**src/rtl/sysbus_pkg.sv**
```systemverilog
// Shared types and constants for the debug system-bus to APB bridge.
package sysbus_pkg;

   localparam int ADDR_W = 32;
   localparam int DATA_W = 32;
   localparam int MASK_W = 4;

   typedef enum logic [2:0] {
      OP_PUT_FULL = 3'd0,
      OP_PUT_PART = 3'd1,
      OP_GET      = 3'd4
   } opcode_e;

   typedef enum logic [1:0] {
      IDLE,
      SETUP,
      ACCESS,
      RESP
   } state_e;

   function automatic logic op_legal(input logic [2:0] op);
      return (op == OP_PUT_FULL) || (op == OP_PUT_PART) || (op == OP_GET);
   endfunction

endpackage

```
**src/rtl/sysbus_apb_timeout.sv**
```systemverilog
// ACCESS-phase watchdog: counts pready-low cycles and flags the cycle in which
// the count reaches TIMEOUT_CYCLES. Instantiated only with SYSBUS_APB_TIMEOUT_EN.
module sysbus_apb_timeout #(
   parameter int TIMEOUT_CYCLES = 256
) (
   input  logic clk,
   input  logic rst_n,
   input  logic clr,
   input  logic inc,
   output logic expired
);

   localparam int TO_CNT_W = $clog2(TIMEOUT_CYCLES + 1);

   logic [TO_CNT_W-1:0] cnt_q, cnt_d;

   always_comb begin
      cnt_d = cnt_q;
      if (clr) begin
         cnt_d = '0;
      end else if (inc) begin
         cnt_d = cnt_q + TO_CNT_W'(1);
      end
   end

   // Fires in the cycle whose increment would land on TIMEOUT_CYCLES.
   assign expired = inc && (cnt_q == TO_CNT_W'(TIMEOUT_CYCLES - 1));

   always_ff @(posedge clk or negedge rst_n) begin
      if (!rst_n) begin
         cnt_q <= '0;
      end else begin
         cnt_q <= cnt_d;
      end
   end

endmodule

```
**src/rtl/sysbus_apb_bridge.sv**
```systemverilog
// Debug system-bus A/D channel to APB bridge, one request in flight at a time.
// Optional ACCESS timeout enabled with `define SYSBUS_APB_TIMEOUT_EN.
module sysbus_apb_bridge
   import sysbus_pkg::*;
#(
   parameter int TIMEOUT_CYCLES = 256
) (
   input  logic              clk,
   input  logic              rst_n,
   input  logic              a_valid,
   output logic              a_ready,
   input  logic [2:0]        a_opcode,
   input  logic [ADDR_W-1:0] a_address,
   input  logic [MASK_W-1:0] a_mask,
   input  logic [DATA_W-1:0] a_data,
   output logic              d_valid,
   input  logic              d_ready,
   output logic [DATA_W-1:0] d_data,
   output logic              d_error,
   output logic              psel,
   output logic              penable,
   output logic              pwrite,
   output logic [ADDR_W-1:0] paddr,
   output logic [DATA_W-1:0] pwdata,
   output logic [MASK_W-1:0] pstrb,
   input  logic              pready,
   input  logic [DATA_W-1:0] prdata,
   input  logic              pslverr
);

   if (TIMEOUT_CYCLES < 2 || TIMEOUT_CYCLES > 65535) begin : g_bad_timeout
      $error("TIMEOUT_CYCLES out of range 2..65535");
   end

   state_e            state_q, state_d;
   logic              psel_q, psel_d, penable_q, penable_d, pwrite_q, pwrite_d;
   logic [ADDR_W-1:0] paddr_q, paddr_d;
   logic [DATA_W-1:0] pwdata_q, pwdata_d, d_data_q, d_data_d;
   logic [MASK_W-1:0] pstrb_q, pstrb_d;
   logic              d_valid_q, d_valid_d, d_error_q, d_error_d;
   logic              to_expired;

`ifdef SYSBUS_APB_TIMEOUT_EN
   sysbus_apb_timeout #(
      .TIMEOUT_CYCLES(TIMEOUT_CYCLES)
   ) u_timeout (
      .clk    (clk),
      .rst_n  (rst_n),
      .clr    (state_q == SETUP),
      .inc    ((state_q == ACCESS) && !pready),
      .expired(to_expired)
   );
`else
   assign to_expired = 1'b0;
`endif

   assign a_ready = (state_q == IDLE);

   always_comb begin
      state_d   = state_q;
      psel_d    = psel_q;
      penable_d = penable_q;
      pwrite_d  = pwrite_q;
      paddr_d   = paddr_q;
      pwdata_d  = pwdata_q;
      pstrb_d   = pstrb_q;
      d_valid_d = d_valid_q;
      d_data_d  = d_data_q;
      d_error_d = d_error_q;
      case (state_q)
         IDLE: begin
            // Request fields are captured straight into the APB output flops.
            if (a_valid) begin
               if (op_legal(a_opcode) && (a_address[1:0] == 2'b00)) begin
                  state_d  = SETUP;
                  psel_d   = 1'b1;
                  paddr_d  = a_address;
                  pwrite_d = (a_opcode != OP_GET);
                  pwdata_d = a_data;
                  case (a_opcode)
                     OP_PUT_FULL: pstrb_d = '1;
                     OP_PUT_PART: pstrb_d = a_mask;
                     default:     pstrb_d = '0;
                  endcase
               end else begin
                  state_d   = RESP;
                  d_valid_d = 1'b1;
                  d_error_d = 1'b1;
                  d_data_d  = '0;
               end
            end
         end
         SETUP: begin
            state_d   = ACCESS;
            penable_d = 1'b1;
         end
         ACCESS: begin
            // pready wins over a timeout landing in the same cycle.
            if (pready) begin
               state_d   = RESP;
               psel_d    = 1'b0;
               penable_d = 1'b0;
               d_valid_d = 1'b1;
               d_data_d  = pwrite_q ? '0 : prdata;
               d_error_d = pslverr;
            end else if (to_expired) begin
               state_d   = RESP;
               psel_d    = 1'b0;
               penable_d = 1'b0;
               d_valid_d = 1'b1;
               d_data_d  = '0;
               d_error_d = 1'b1;
            end
         end
         RESP: begin
            if (d_ready) begin
               state_d   = IDLE;
               d_valid_d = 1'b0;
               d_data_d  = '0;
               d_error_d = 1'b0;
            end
         end
         default: state_d = IDLE;
      endcase
   end

   always_ff @(posedge clk or negedge rst_n) begin
      if (!rst_n) begin
         state_q   <= IDLE;
         psel_q    <= 1'b0;
         penable_q <= 1'b0;
         pwrite_q  <= 1'b0;
         paddr_q   <= '0;
         pwdata_q  <= '0;
         pstrb_q   <= '0;
         d_valid_q <= 1'b0;
         d_data_q  <= '0;
         d_error_q <= 1'b0;
      end else begin
         state_q   <= state_d;
         psel_q    <= psel_d;
         penable_q <= penable_d;
         pwrite_q  <= pwrite_d;
         paddr_q   <= paddr_d;
         pwdata_q  <= pwdata_d;
         pstrb_q   <= pstrb_d;
         d_valid_q <= d_valid_d;
         d_data_q  <= d_data_d;
         d_error_q <= d_error_d;
      end
   end

   assign psel    = psel_q;
   assign penable = penable_q;
   assign pwrite  = pwrite_q;
   assign paddr   = paddr_q;
   assign pwdata  = pwdata_q;
   assign pstrb   = pstrb_q;
   assign d_valid = d_valid_q;
   assign d_data  = d_data_q;
   assign d_error = d_error_q;

endmodule

```
**config.mk**
```make
export PLATFORM = sky130hd
export DESIGN_NAME = sysbus_apb_bridge
export DESIGN_NICKNAME = d
export VERILOG_FILES = /design/src/rtl/sysbus_pkg.sv /design/src/rtl/sysbus_apb_timeout.sv /design/src/rtl/sysbus_apb_bridge.sv
export SDC_FILE = /design/constraint.sdc
export NUM_CORES = 1
export LEC_CHECK = 0
export BUFFER_PORTS_ARGS = -buffer_cell sky130_fd_sc_hd__buf_2
export CAP_MARGIN = 20
export CORE_ASPECT_RATIO = 1.75
export CORE_MARGIN = 2
export CORE_UTILIZATION = 41
export CTS_CLUSTER_SIZE = 12
export DETAILED_ROUTE_END_ITERATION = 8
export PLACE_DENSITY = 0.79
export SKIP_CTS_REPAIR_TIMING = 1
export SYNTH_ARGS = -nofsm -noshare
export SYNTH_HDL_FRONTEND = slang
export SYNTH_SLANG_ARGS = --single-unit
```
**constraint.sdc**
```tcl
create_clock -name clk -period 1.85 [get_ports clk]
set_input_delay 0.2775 -clock clk [delete_from_list [all_inputs] [get_ports clk]]
set_output_delay 0.2775 -clock clk [all_outputs]
set_load 0.01 [all_outputs]
```
==> results.md <==
- Ranked by total cell area, the synthesized netlist is headed by dfrtp_1 61%, mux2_1 13%, mux2i_1 7.6%, nand2_1 3.4%, inv_1 3.3%.
- From synthesis to final layout, the design area changed by 37.9%.
- The max-slew violation total from the final report is 0.
- The number of setup violations in the final report is 33.
- The detailed-route wire length per cell is 15.2 um.
- The detail route stage leaves a number of antenna-violating nets equal to 0.
- The floorplan has 49 rows.
- For this block, the routed nets add up to 10.4 mm of wire.
- The final hold violation count is 0.
- By count the netlist is led by 107 x dfrtp_1, 52 x mux2_1, 39 x nand2_1, 38 x inv_1, 33 x mux2i_1.
- The vias per cell is 4.85.
- The flow ran to the end, but the final reports show violations.
- Of all cell types, the one taking the most synthesized area is dfrtp_1.
- In the final timing run, aggregate negative setup slack is -3.60 ns.
- The H-tree level count is 3.
- In this run the cell area measured after placement is 0.00565 sq mm.
- The port buffer count is 214.
- The number of cells on the worst reg-to-reg path is 7.
- The number of sinks handled by clock tree synthesis is 107.
- The initial antenna violation count is 0.
- The core area is 0.0103 sq mm.
- The launching point of the worst reg2reg path is state_q[0]$_DFFE_PN0P_.
- Clock-pin slew was measured on the worst setup and hold paths at 0.07 ns.
- The floorplan step set the die width to 82 um.
- Setup repair after global routing could not meet its margin everywhere.
- Once the floorplan was initialized, standard cells occupied 42.4% of the core.
- The clock tree from TritonCTS is yes.
- Of the cells placed in the final design, the portion with a size suffix greater than 1 is 46.7%.
- The worst endpoint required time is 2.10 ns.
- The detailed router finished its first iteration with 146 violations.
- Across all setup checks in the final design, the least slack found is -0.140 ns.
- The type of the worst setup path is flip-flop to flip-flop.
- The synthesized net count is 444.
- VDD sags by at most 0.976 mV.
- In this run, CTS created clock tree buffers numbering 9.
- The post-route minimum period is 1.99 ns.
- The proportion of synthesized flip-flops having asynchronous set or reset is 100%.
- The aggregate global-route resource usage is 18.1%.
- The maximum count of clock buffers along a single path is 2.
- The area share of the largest cell type after synthesis is 61.3%.
- 0 antenna diodes ended up in the layout.
- The cell with the most instances after synthesis is dfrtp_1.
- The number of warning messages in the yosys log is 0.
- The checks that failed: setup timing.
- The synthesized design contains 0 enable-type register cells.
- Entering global routing, the biggest net connects 108 pins.
- The maximum fanout along the worst path is 16.
- Across the run, the number of max-cap violations was 0.
- Of the available clock period, the critical path in the final layout requires 108%.
- At the end of routability-driven placement, the weighted congestion stood at 0.747.
- The first detailed-routing pass took 5 iterations.
- The unique cell type count in the Yosys netlist is 26.
- STA classifies the critical path endpoint as a flip-flop.
- Synthesis produced 330 cells.
- The first-pass GRT wire length is 16.1 mm.
- In this run the count of I/O pins placed on the die edge is 215.
- The number of global-route vias before repair is 3440.
- The sum of net half-perimeters after detailed placement is 7.80 mm.
- After detailed routing, the number of remaining DRC violations is 0.
- After synthesis the cells add up to 0.00437 sq mm.
- With fillers left out, the area of the finished cells amounts to 0.00602 sq mm.
- The primary flip-flop cell chosen by synthesis mapping is dfrtp_1.
- The worst register-to-register path ends at d_data[28]$_DFFE_PN0P_.
- The power per unit of standard cell area is 1640 mW/mm^2.
- The worst hold path belongs to the class input pin to async pin.
- In this run the clock root is driven by a clkbuf_16.
- Across the routed clock network, the largest skew measured is 0.00806 ns.
- The area of the die is 0.0115 sq mm.
- After synthesis, flip-flops and latches occupy 61.3% of the total area.
- The worst setup path is launched from a flip-flop.
- The transition time at the pin with the least slew margin is 0.562 ns.
- The count of state elements after synthesis is 107.
- Measured against its own limit, the worst slew margin works out to 62.6%.
- Timing would allow up to 502 MHz.
- Timing analysis after detailed placement gives a worst setup slack of -0.0891 ns.
- The arrival time at the worst endpoint is 2.24 ns.
- The routed via count is 3317.
- The leakage power of the design is 3.33 nW.
- The slack of the worst reg-to-reg path is -0.14 ns.
- After filler insertion, the fill cell instance count of the layout stands at 869.
- From bottom edge to top edge, the die measures 141 um.
- In this run the mean area of a mapped cell was 13.2 sq um.
- The clock reaches the later pin of the worst-skew pair after 0.33 ns.
- Cells fill 58.5% of the core in the end.
- The final layout contains 667 nets.
- The total congestion overflow after global routing is 0.
==> cell usage in the layout (no fill, tap or decap), types with 2 or more instances in the layout <==
master and instances:
buf_2 213, dfrtp_1 107, mux2_1 52, nand2_1 39, inv_1 37, mux2i_1 32
mux2_2 11, clkbuf_16 10, buf_4 9, o21ai_0 6, nor2b_1 4, o41ai_1 4
buf_12 4, ha_2 3, and2_1 2, nor2_1 2, ha_1 2, bufinv_16 2
clkbuf_1 2
==> through the flow <==
| stage | hold WS (ns) | power, mW | std cells |
|---|---|---|---|
| after floorplan | -0.0181 | 6.04 | 330 |
| after global placement | 0.381 | 7.58 | 664 |
| after detailed placement | 0.393 | 7.80 | 664 |
| after CTS | 0.0310 | 9.80 | 679 |
| after global routing | 0.0567 | 10.6 | 684 |
| final | 0.00240 | 9.90 | 684 |
==> layer usage <==
layer | global-route usage [%] | vias up | routed length [um]
met1 | 19.3 | 1610 | 3640
met2 | 33.1 | 143 | 5820
met5 | 0 | - | 0
met4 | 7.81 | 0 | 291
met3 | 3.74 | 23 | 659
li1 | - | 1541 | -
==> where the power goes <==
group	internal (mW)	total, mW	leakage [nW]	switching [mW]
sequential	3.35	3.89	1.39	0.537
clock	1.18	1.96	0.146	0.776
combinational	1.98	4.06	1.79	2.08
total	6.51	9.90	3.33	3.40
==> registers in the layout (all words and copies together) (netlist names) <==
name     flops
pstrb        4
pwrite       1
state_q      2
pwdata      32
d_data      32
paddr       32
d_error      1
psel         1
penable      1
d_valid      1
==> how the worst max path moves through the flow <==
stage                                       from                     end  slack (ns)  cells past startpoint
after CTS                 state_q[0]$_DFFE_PN0P_  d_data[15]$_DFFE_PN0P_       -0.11                      6
after global routing      state_q[0]$_DFFE_PN0P_  d_data[30]$_DFFE_PN0P_       -0.20                      7
after floorplan           state_q[0]$_DFFE_PN0P_  d_data[10]$_DFFE_PN0P_        0.01                      7
final                     state_q[0]$_DFFE_PN0P_  d_data[28]$_DFFE_PN0P_       -0.14                      7
after global placement    state_q[0]$_DFFE_PN0P_  d_data[18]$_DFFE_PN0P_        0.04                      6
after detailed placement  state_q[0]$_DFFE_PN0P_  d_data[16]$_DFFE_PN0P_       -0.09                      6
==> layout make-up <==
cell class	instances	area, sq um	share of cell area, %
sequential	107	2680	44.5
multi-input combinational	169	1480	24.6
timing repair buffer	228	1250	20.8
clock buffer	11	233	3.86
tap	127	159	2.64
inverter	38	143	2.37
clock inverter	4	76.3	1.27
==> critical path: stages, from the launching register on <==
cell and delay (ns):
dfrtp_1 0.42, inv_2 0.08, ha_2 0.20, a222oi_1 0.50, nand3b_1 0.17, buf_6 0.17
clkbuf_16 0.19, mux2i_1 0.18
==> cell families after synthesis <==
logic type / share of synthesized area (%)
buffers and inverters: 5.27
muxes: 23.8
AOI/OAI and AO/OA: 3.32
and+or+nand+nor: 4.82
adders and majority gates: 1.43
DFF: 61.3
No activity file was read; power rests on OpenSTA's default activity.
